File: config.mk
export PLATFORM = sky130hd
export DESIGN_NAME = product_accumulator
export DESIGN_NICKNAME = d
export VERILOG_FILES = /design/src/rtl/mult_pkg.sv /design/src/rtl/product_accumulator.sv
export SDC_FILE = /design/constraint.sdc
export NUM_CORES = 1
export LEC_CHECK = 0
export ABC_CLOCK_PERIOD_IN_PS = 4200
export CAP_MARGIN = 15
export CORE_MARGIN = 4
export CORE_UTILIZATION = 57
export CTS_CLUSTER_SIZE = 8
export DETAILED_ROUTE_END_ITERATION = 16
export MAX_ROUTING_LAYER = met4
export PLACE_DENSITY_LB_ADDON = 0.05
export SYNTH_ARGS = -nofsm -noshare
export SYNTH_HDL_FRONTEND = slang
export SYNTH_SLANG_ARGS = --single-unit
File: constraint.sdc
create_clock -name clk -period 4.2 [get_ports clk]
set_clock_uncertainty 0.1 [all_clocks]
set_input_delay 0.84 -clock clk [delete_from_list [all_inputs] [get_ports clk]]
set_output_delay 0.84 -clock clk [all_outputs]
set_load 0.03 [all_outputs]
File: src/rtl/mult_pkg.sv
// ---------------------------------------------------------------------------
// mult_pkg
// Shared definitions for the multiplier_4bit / product_accumulator MAC path.
//   PROD_W  : width of the multiplier PRODUCT stream
//   ACC_W   : width of the accumulator and batch sum
//   state_e : two-state accumulator control (ACCUM collects, HOLD presents)
// ---------------------------------------------------------------------------
package mult_pkg;

   localparam int PROD_W = 8;
   localparam int ACC_W  = 12;

   typedef enum logic [0:0] {
      ACCUM = 1'b0,
      HOLD  = 1'b1
   } state_e;

endpackage : mult_pkg

File: src/rtl/product_accumulator.sv
// ---------------------------------------------------------------------------
// product_accumulator
// Accumulates a batch of unsigned products arriving on a valid/ready stream
// and presents the batch sum, term count and overflow flag on an output
// valid/ready stream. The last term of a batch is marked by in_last.
//
// Ports:
//   clk         in   rising-edge clock
//   rst_n       in   asynchronous active-low reset
//   in_valid    in   product is valid this cycle
//   in_ready    out  block accepts a product this cycle (registered)
//   product     in   [PROD_W] unsigned product
//   in_last     in   product is the final term of the batch
//   out_valid   out  sum / term_count / overflow are valid
//   out_ready   in   downstream accepts the result
//   sum         out  [ACC_W] batch sum modulo 2^ACC_W
//   term_count  out  [CNT_W] terms in the batch, saturating
//   overflow    out  sticky: batch sum exceeded 2^ACC_W-1
// ---------------------------------------------------------------------------
module product_accumulator #(
   parameter int PROD_W = mult_pkg::PROD_W,
   parameter int ACC_W  = mult_pkg::ACC_W,
   parameter int CNT_W  = 4
) (
   input  logic              clk,
   input  logic              rst_n,
   input  logic              in_valid,
   output logic              in_ready,
   input  logic [PROD_W-1:0] product,
   input  logic              in_last,
   output logic              out_valid,
   input  logic              out_ready,
   output logic [ACC_W-1:0]  sum,
   output logic [CNT_W-1:0]  term_count,
   output logic              overflow
);

   import mult_pkg::*;

   state_e             state_q, state_d;
   logic [ACC_W-1:0]   acc_q, acc_d;
   logic [CNT_W-1:0]   cnt_q, cnt_d;
   logic               ovf_q, ovf_d;
   logic [ACC_W-1:0]   sum_q, sum_d;
   logic [CNT_W-1:0]   term_count_q, term_count_d;
   logic               overflow_q, overflow_d;
   logic               in_ready_q, in_ready_d;
   logic               out_valid_q, out_valid_d;

   logic               accept;
   logic [ACC_W:0]     add_full;
   logic [CNT_W-1:0]   cnt_inc;

   assign accept = in_valid && in_ready_q;

   // One extra bit on the adder captures the carry that sets the sticky flag.
   assign add_full = {1'b0, acc_q} + {{(ACC_W + 1 - PROD_W){1'b0}}, product};
   assign cnt_inc  = (cnt_q == {CNT_W{1'b1}}) ? cnt_q : cnt_q + CNT_W'(1);

   always_comb begin
      // NOTE: every variable gets a hold default first so no path leaves it
      // unassigned; that is what keeps this block from inferring latches.
      state_d      = state_q;
      acc_d        = acc_q;
      cnt_d        = cnt_q;
      ovf_d        = ovf_q;
      sum_d        = sum_q;
      term_count_d = term_count_q;
      overflow_d   = overflow_q;
      out_valid_d  = out_valid_q;

      case (state_q)
         ACCUM: begin
            // product is only looked at under accept, so X on an idle bus
            // never reaches a register.
            if (accept) begin
               acc_d = add_full[ACC_W-1:0];
               ovf_d = ovf_q | add_full[ACC_W];
               cnt_d = cnt_inc;
               if (in_last) begin
                  sum_d        = add_full[ACC_W-1:0];
                  term_count_d = cnt_inc;
                  overflow_d   = ovf_q | add_full[ACC_W];
                  out_valid_d  = 1'b1;
                  state_d      = HOLD;
               end
            end
         end
         HOLD: begin
            // Result registers keep their values past the handshake; only
            // the running accumulator is cleared for the next batch.
            if (out_valid_q && out_ready) begin
               out_valid_d = 1'b0;
               acc_d       = '0;
               cnt_d       = '0;
               ovf_d       = 1'b0;
               state_d     = ACCUM;
            end
         end
         default: state_d = ACCUM;
      endcase

      // Registered ready follows the next state, which also makes it rise on
      // the first edge after reset and one cycle after the output handshake,
      // guaranteeing an idle cycle between batches.
      in_ready_d = (state_d == ACCUM);
   end

   // NOTE: sequential state uses non-blocking assignments only, so every flop
   // samples the pre-edge values computed above regardless of block order.
   // NOTE: all flops, including the result registers, are reset; a reset
   // mid-batch or in HOLD must discard everything immediately.
   always_ff @(posedge clk or negedge rst_n) begin
      if (!rst_n) begin
         state_q      <= ACCUM;
         acc_q        <= '0;
         cnt_q        <= '0;
         ovf_q        <= 1'b0;
         sum_q        <= '0;
         term_count_q <= '0;
         overflow_q   <= 1'b0;
         in_ready_q   <= 1'b0;
         out_valid_q  <= 1'b0;
      end else begin
         state_q      <= state_d;
         acc_q        <= acc_d;
         cnt_q        <= cnt_d;
         ovf_q        <= ovf_d;
         sum_q        <= sum_d;
         term_count_q <= term_count_d;
         overflow_q   <= overflow_d;
         in_ready_q   <= in_ready_d;
         out_valid_q  <= out_valid_d;
      end
   end

   assign in_ready   = in_ready_q;
   assign out_valid  = out_valid_q;
   assign sum        = sum_q;
   assign term_count = term_count_q;
   assign overflow   = overflow_q;

endmodule : product_accumulator

==> results of run 1 <==
[power by group]
part	switching [mW]	internal (mW)	total, mW	leakage [nW]
Clock	0.116	0.0791	0.195	0.0314
Combinational	0.466	0.322	0.788	0.514
Sequential	0.0971	0.479	0.576	0.481
Total	0.679	0.881	1.56	1.03
[cell usage in the layout, fill, tap and decap left out, types with 2 or more instances in the layout]
cell             netlist  final
xnor2_1                4      4
nor2b_1                2      2
inv_1                  6      6
a22o_1                 4      4
a21oi_2                2      2
ha_1                   9      9
nand2b_1               4      4
a31oi_1                2      2
o21a_1                 2      2
a21oi_1                8      8
xor2_1                 6      6
a21o_1                 5      5
nand3_1                4      4
clkbuf_4               0      5
nor3_1                 3      3
o21ai_2                2      2
nor3_2                 2      2
nand2_1               28     28
dfrtp_1               37     37
clkdlybuf4s50_1        0     31
nand4_1                3      3
o21ai_0               22     22
nor2_1                 9      9
[layer usage]
metal | track usage [%] | vias to the layer above | share of wire (%)
met5 | - | - | 0
met1 | 26.8 | 745 | 44
met2 | 38.8 | 42 | 51
met3 | 7.14 | 8 | 4.5
li1 | - | 753 | -
met4 | 6.60 | 0 | 0.89
[logic make-up (layout without fill, tap and decap cells)]
| logic type | after synthesis | in the layout | synth area share (%) |
|---|---|---|---|
| compound gates | 61 | 61 | 21.5 |
| xor+xnor | 10 | 10 | 4.53 |
| fa+ha+maj | 10 | 10 | 6.86 |
| buf+inv | 13 | 45 | 2.91 |
| flops | 37 | 37 | 47.9 |
| mux | 2 | 2 | 1.29 |
| simple gates | 61 | 61 | 15.0 |
[critical path: cells and delay by family]
family,cells,cell delay (ns)
buf+inv,2,0.53
compound gates,2,0.56
fa+ha+maj,2,0.59
simple gates,3,0.41
[worst min-delay path by stage]
stage | startpoint | end | slack, ns | cells after the start
after floorplan | acc_q[2]$_DFFE_PN0P_ | acc_q[2]$_DFFE_PN0P_ | 0.35 | 2
after global placement | sum[0]$_DFFE_PN0P_ | sum[0]$_DFFE_PN0P_ | 0.36 | 2
after detailed placement | term_count[2]$_DFFE_PN0P_ | term_count[2]$_DFFE_PN0P_ | 0.37 | 2
after CTS | term_count[2]$_DFFE_PN0P_ | term_count[2]$_DFFE_PN0P_ | 0.39 | 2
after global routing | sum[0]$_DFFE_PN0P_ | sum[0]$_DFFE_PN0P_ | 0.42 | 2
final | term_count[2]$_DFFE_PN0P_ | term_count[2]$_DFFE_PN0P_ | 0.39 | 2
[cell type report]
class | instances | area (µm²) | share of cell area (%)
clock buffer | 7 | 55.1 | 2.36
inverter | 6 | 22.5 | 0.967
multi-input combinational | 144 | 952 | 40.9
sequential | 37 | 926 | 39.8
tap | 44 | 55.1 | 2.36
timing repair buffer | 32 | 318 | 13.6
[per-stage QoR]
step                std cells  area [µm²]  util [%]  power [mW]  hold WS, ns
global placement          263        2270      72.1        1.33        0.358
detailed placement        263        2270      72.1        1.37        0.369
global route              270        2330      73.8        1.67        0.418
floorplan                 194        1930         -        1.10        0.352
finish                    270        2330      73.8        1.56        0.386
CTS                       270        2330      73.8        1.56        0.394
[sequential cells by signal, summed over array words and instances, names as in the netlist]
signal / count
acc_q: 12
out_valid: 1
cnt_q: 4
in_ready: 1
sum: 12
term_count: 4
state_q: 1
overflow: 1
ovf_q: 1
==> impl_metrics.yaml, run 1 <==
outcome:
  outcome: "completed"
clock_network:
  cts_post_setup_buffers_inserted: 0
  numCtsBuffers: 5
  clock-root-buffer: "clkbuf_4"
  clkTransAtPathRegs_ns: 0.11
  cts_sinks: 37
  post_cts_resized: 0
  cts_tree: "yes"
  clockBufferDepth: 2
  insertion_delay_ns: 0.35
  holdBufCountCts: 0
  h-tree-depth: 2
logic_synthesis:
  synth_most_common_cell: "dfrtp_1"
  synthArstFlopShare_pct: 100
  syn_avg_cell_area_um2: 9.97
  synth_top_cells_by_count: "37 x dfrtp_1, 28 x nand2_1, 22 x o21ai_0"
  synth_largest_area_cell: "dfrtp_1"
  synth_area_leaders: "dfrtp_1 48%, ha_1 5.8%, o21ai_0 5.7%"
  synth_edf_count: 0
  ys_ff_latch: 37
  synth.distinct_cells: 47
  ys_warn_count: 0
  syn_inst: 194
  synth_fp_nets: 217
  seq_area_frac_synth_pct: 47.9
  synth.top_cell.area_share_pct: 47.9
  synth-main-ff-cell: "dfrtp_1"
  netlist_area_um2: 1930
critical_path:
  worstReg2RegStart: "acc_q[0]$_DFFE_PN0P_"
  r2r_slack_ns: 2.06
  critPathCaptureType: "register"
  crit_end: "sum[8]$_DFFE_PN0P_"
  worstRegToRegCells: 8
  startpoint_type: "primary input"
  critical_path_required_ns: 4.39
  critPathSlowestCell: "clkdlybuf4s50_1"
  timing.rr.end: "sum[8]$_DFFE_PN0P_"
  critical_path_class: "primary input to register"
  slowest_delay_ns: 0.46
  startpoint: "product[0]"
  crit_fanout: 5
  crit_chain: "clkdlybuf4s50_1, ha_1, inv_1, fa_1, nand2b_1, a21oi_2, nor2b_1, o41a_1, nand3_1"
  cp_data_arrival_time_ns: 2.92
timing:
  fin_crit_sh_pct: 65.1
  rsz0062_at_grt: "no"
  worst_pin_slew_ns: 0.986
  fin_crit_ns: 2.73
  fmax_ghz: 0.366
  tns_ns: 0
  relSlewSlack_pct: 34.3
  slew_viol_final: 0
  finalSetupViolCount: 0
  layout_setup_ws_ns: 1.47
  hold_violations: 0
floorplanning:
  io-pin-count: 32
  start_util_pct: 61.3
  die_x_um: 66.3
  dieHeight_um: 66.3
  rows: 20
  core_um2: 3150
  die_area_um2: 4390
placement:
  dp_hpwl_um: 3160
  io_buffers: 31
  preCtsSetupSlack_ns: 1.12
  finalWeightedCongestion: 0.805
route:
  via_per_inst: 5.73
  drc: 0
  antenna_left: 0
  vias: 1548
  drt_wl_total_um: 4290
  first_pass_iters: 4
  drt-wirelength-per-cell_um: 15.9
  drt-initial-drc-count: 65
grt:
  gr-total-overflow: 0
  grt_max_degree: 38
  antenna_found_initial: 0
  track_usage_pct: 23.2
  grt_pass1_vias: 1616
  grt_pass1_wl_um: 7470
cells_and_area:
  diodes: 0
  syn_to_final_growth_pct: 20.4
  nets: 249
  fillers: 266
  drive_gt1_share_pct: 8.41
min_path:
  hold_class: "register to register"
power:
  power_leakage_nw: 1.03
  ir_drop_uv: 440
  power_density_nw_per_um2: 670
run:
  max_cap_viol_count: 0
Note: power is estimated with default switching activity, not from simulation.
==> inputs of run 2 (changes only) <==
ABC_CLOCK_PERIOD_IN_PS = 2700   (was 4200)
CORE_UTILIZATION = 53   (was 57)
clock period = 2.7 ns   (was 4.2 ns; I/O delays follow)
==> run 2 against run 1 <==
Register-to-register slack got worse by 1.5 ns. Sequential share of layout area is 1.8 points lower. First-iteration DRC count rose by 57%. Worst setup slack worse by 1.3 ns. Global-route usage fell by 0.97 points. Worst hold slack worse by 0.011 ns. Combinational power rose by 60%. Sequential cell count unchanged. Critical path type unchanged. Critical endpoint is now acc_q[8]$_DFFE_PN0P_.
==> impl_metrics.yaml, run 2 (same netlist as run 1, synthesis figures left out) <==
grt:
  antenna_found_initial: 0
  grt_max_degree: 38
  gr-total-overflow: 0
  grt_pass1_vias: 1634
  track_usage_pct: 22.2
  grt_pass1_wl_um: 7370
timing:
  layout_setup_ws_ns: 0.198
  rsz0062_at_grt: "no"
  finalSetupViolCount: 0
  fin_crit_ns: 2.50
  fmax_ghz: 0.400
  worst_pin_slew_ns: 0.611
  fin_crit_sh_pct: 92.7
  relSlewSlack_pct: 59.2
  hold_violations: 0
  slew_viol_final: 0
route:
  first_pass_iters: 4
  antenna_left: 0
  via_per_inst: 5.57
  drt-initial-drc-count: 102
  vias: 1555
  drt-wirelength-per-cell_um: 15.4
  drc: 0
  drt_wl_total_um: 4300
clock_network:
  holdBufCountCts: 0
  clockBufferDepth: 2
  clkTransAtPathRegs_ns: 0.07
  numCtsBuffers: 5
  cts_sinks: 37
  cts_tree: "yes"
  post_cts_resized: 0
  insertion_delay_ns: 0.29
  h-tree-depth: 2
  clock-root-buffer: "clkbuf_8"
  cts_post_setup_buffers_inserted: 0
placement:
  place_inst: 271
  dp_hpwl_um: 3040
  preCtsSetupSlack_ns: -0.0385
  finalWeightedCongestion: 0.816
  io_buffers: 31
floorplanning:
  die_area_um2: 4680
  rows: 21
  die_x_um: 68.4
  start_util_pct: 56.2
  io-pin-count: 32
  dieHeight_um: 68.4
  core_um2: 3440
outcome:
  outcome: "completed"
critical_path:
  crit_fanout: 5
  critPathSlowestCell: "clkdlybuf4s50_1"
  cp_data_arrival_time_ns: 2.58
  critPathCaptureType: "register"
  slowest_delay_ns: 0.46
  startpoint_type: "primary input"
  crit_chain: "clkdlybuf4s50_1, ha_1, inv_1, fa_1, nand2b_1, a21oi_2, nor2b_1, o21a_1, o311ai_1"
  critical_path_class: "primary input to register"
  critical_path_required_ns: 2.78
cells_and_area:
  diodes: 0
  nets: 255
  fin_cells: 279
  syn_to_final_growth_pct: 26.2
  fillers: 266
  final_util_pct: 70.9
  mostFrequentLayoutCells: "37 x dfrtp_1, 31 x clkdlybuf4s50_1, 28 x nand2_1"
  final_common_cell: "dfrtp_1"
  drive_gt1_share_pct: 11.6
power:
  ir_drop_uv: 654
  power_density_nw_per_um2: 1080
  power_leakage_nw: 1.08
  finalPower_mw: 2.64
run:
  max_cap_viol_count: 0
min_path:
  hold_class: "register to register"
==> run 2: power breakdown <==
group	total, mW	internal, mW	switching [mW]	leakage [nW]
clock network	0.493	0.300	0.193	0.0574
registers	0.892	0.746	0.145	0.481
logic	1.26	0.529	0.728	0.542
==> run 2: per-layer routing <==
metal / GRT usage (%) / up-vias / part of all wire, %
met5: - / - / 0
met4: 9.93 / 0 / 1.6
met3: 4.60 / 8 / 4.8
met2: 36.4 / 44 / 50
met1: 26.1 / 742 / 43
li1: - / 761 / -
==> run 2: metrics by stage <==
stage,TNS (ns),area (µm²),hold slack (ns)
after global placement,0,2320,0.359
after global routing,0,2440,0.387
final,0,2440,0.375
after detailed placement,-0.0567,2320,0.365
after CTS,0,2440,0.383
after floorplan,0,1930,0.144
==> run 2: path summary, 6_finish.rpt <==
check                                startpoint                    to  slack [ns]  depth (start not counted)
max                                  product[0]  acc_q[8]$_DFFE_PN0P_        0.20                          9
min                          sum[0]$_DFFE_PN0P_    sum[0]$_DFFE_PN0P_        0.38                          2
max reg2reg                acc_q[0]$_DFFE_PN0P_  acc_q[8]$_DFFE_PN0P_        0.54                          8
min reg2reg                  sum[0]$_DFFE_PN0P_    sum[0]$_DFFE_PN0P_        0.38                          2
max in group asynchronous                 rst_n  acc_q[8]$_DFFE_PN0P_        1.60                          2
min in group asynchronous                 rst_n    sum[4]$_DFFE_PN0P_        0.58                          2
==> run 2: critical path: cells and delay by family <==
kind	cells	cell delay [ns]
AO/OA/AOI/OAI	3	0.62
adder cells (fa/ha/maj)	2	0.57
buffers and inverters	2	0.52
AND/OR/NAND/NOR	2	0.33
==> run 2: cell type report <==
class,count,area [µm²],area share (%)
inverters,6,22.5,0.923
well taps,46,57.6,2.36
flip-flops and latches,37,926,37.9
repair buffers,38,363,14.9
clock inverters,2,37.5,1.54
clock buffers,6,82.6,3.38
multi-input cells,144,952,39.0
==> inputs of run 3 (changes only) <==
CTS_CLUSTER_DIAMETER = 50   (was unset)
GPL_TIMING_DRIVEN = 0   (was unset)
==> run 3 against run 2 <==
Core utilization shrank 1.8 points. Non-clock buffer count is the same. Design area shrank 2.5%. Largest power group unchanged. Sequential cell count is the same. Global-route usage shrank 0.20 points. Critical path type unchanged. Die area is the same. Critical endpoint is now sum[8]$_DFFE_PN0P_. Critical path depth is the same. Highest routed layer unchanged.
==> impl_metrics.yaml, run 3 (same netlist as run 1, synthesis figures left out) <==
route:
  drc: 0
  via_per_inst: 5.54
  drt-initial-drc-count: 89
  first_pass_iters: 4
  drt-wirelength-per-cell_um: 14.9
  drt_wl_total_um: 4170
  vias: 1547
  antenna_left: 0
clock_network:
  post_cts_resized: 0
  clock-root-buffer: "clkbuf_8"
  cts_tree: "yes"
  clkTransAtPathRegs_ns: 0.07
  insertion_delay_ns: 0.29
  numCtsBuffers: 5
  cts_sinks: 37
  h-tree-depth: 2
  clockBufferDepth: 2
  holdBufCountCts: 0
  cts_post_setup_buffers_inserted: 0
critical_path:
  crit_fanout: 5
  startpoint_type: "primary input"
  timing.rr.end: "sum[8]$_DFFE_PN0P_"
  slowest_delay_ns: 0.47
  worstReg2RegStart: "acc_q[0]$_DFFE_PN0P_"
  critPathCaptureType: "register"
  critical_path_class: "primary input to register"
  critical_path_required_ns: 2.82
  crit_chain: "clkdlybuf4s50_1, ha_1, inv_1, fa_1, nand2b_1, a21oi_2, nor2b_1, o41a_1, nand3_1"
  worst-path-buf-inv: 2
  cp_data_arrival_time_ns: 2.70
  critPathSlowestCell: "clkdlybuf4s50_1"
  crit_family: "adder cells"
  worstRegToRegCells: 8
  r2r_slack_ns: 0.49
cells_and_area:
  drive_gt1_share_pct: 10.3
  multiInputGateArea_um2: 952
  mostFrequentLayoutCells: "37 x dfrtp_1, 30 x clkdlybuf4s50_1, 28 x nand2_1"
  fillers: 282
  diodes: 0
  final_common_cell: "dfrtp_1"
  nets: 255
  ff_latch_area_um2: 926
  syn_to_final_growth_pct: 23.0
grt:
  track_usage_pct: 22.0
  grt_pass1_wl_um: 7270
  antenna_found_initial: 0
  gr-total-overflow: 0
  grt_pass1_vias: 1496
  grt_max_degree: 38
timing:
  layout_setup_ws_ns: 0.127
  slew_viol_final: 0
  relSlewSlack_pct: 46.0
  fin_crit_ns: 2.57
  fmax_ghz: 0.389
  finalSetupViolCount: 0
  worst_pin_slew_ns: 0.810
  fin_crit_sh_pct: 95.3
  tns_ns: 0
  rsz0062_at_grt: "no"
  hold_violations: 0
power:
  power_density_nw_per_um2: 1050
  power_leakage_nw: 1.05
  ir_drop_uv: 582
run:
  max_cap_viol_count: 0
placement:
  finalWeightedCongestion: 0.834
  dp_hpwl_um: 3110
  preCtsSetupSlack_ns: -0.148
  io_buffers: 31
floorplanning:
  io-pin-count: 32
  die_x_um: 68.4
  rows: 21
  core_um2: 3440
  start_util_pct: 56.2
  dieHeight_um: 68.4
  die_area_um2: 4680
outcome:
  outcome: "completed"
min_path:
  hold_class: "primary input to async pin"
## run 3: power by group
part           internal, mW  total [mW]  switching, mW  leakage, nW
clock                 0.179       0.368          0.189       0.0450
combinational         0.519        1.25          0.734        0.528
sequential            0.747       0.881          0.135        0.481
total                  1.44        2.50           1.06         1.05
## run 3: routing by layer
metal / global-route usage [%] / routed length, µm / up-vias
li1: - / - / 766
met1: 29.9 / 2010 / 739
met2: 32.7 / 1920 / 36
met3: 4.93 / 188 / 6
met4: 6.70 / 52 / 0
met5: - / 0 / -
## run 3: per-stage QoR
step	hold slack, ns	utilization [%]	area, µm²	power (mW)	cells
floorplan	0.144	-	1930	1.71	194
global placement	0.358	66.9	2300	2.10	271
detailed placement	0.370	66.7	2300	2.14	271
CTS	0.268	69.1	2380	2.51	279
global route	0.309	69.1	2380	2.69	279
finish	0.238	69.1	2380	2.50	279
## run 3: worst reg2reg max path: stages, from the launching register on
cell and delay (ns):
dfrtp_1 0.36, ha_1 0.22, inv_1 0.07, fa_1 0.42
nand2b_1 0.20, a21oi_2 0.18, nor2b_1 0.13, o41a_1 0.38
nand3_1 0.09
## run 3: layout make-up
cell class              count  area share, %
multi-input cells         144           40.0
flip-flops and latches     37           38.9
repair buffers             31           12.8
clock buffers               6           3.05
well taps                  46           2.42
plain buffers               7           1.42
inverters                   6          0.946
clock inverters             2          0.421
## run 3: worst max path at each step
stage	from	endpoint	slack, ns	depth (start not counted)
after floorplan	product[0]	sum[8]$_DFFE_PN0P_	0.52	8
after global placement	product[0]	sum[8]$_DFFE_PN0P_	-0.11	9
after detailed placement	product[0]	sum[8]$_DFFE_PN0P_	-0.15	9
after CTS	product[0]	sum[8]$_DFFE_PN0P_	0.13	9
after global routing	product[0]	sum[8]$_DFFE_PN0P_	0.03	9
final	product[0]	sum[8]$_DFFE_PN0P_	0.13	9
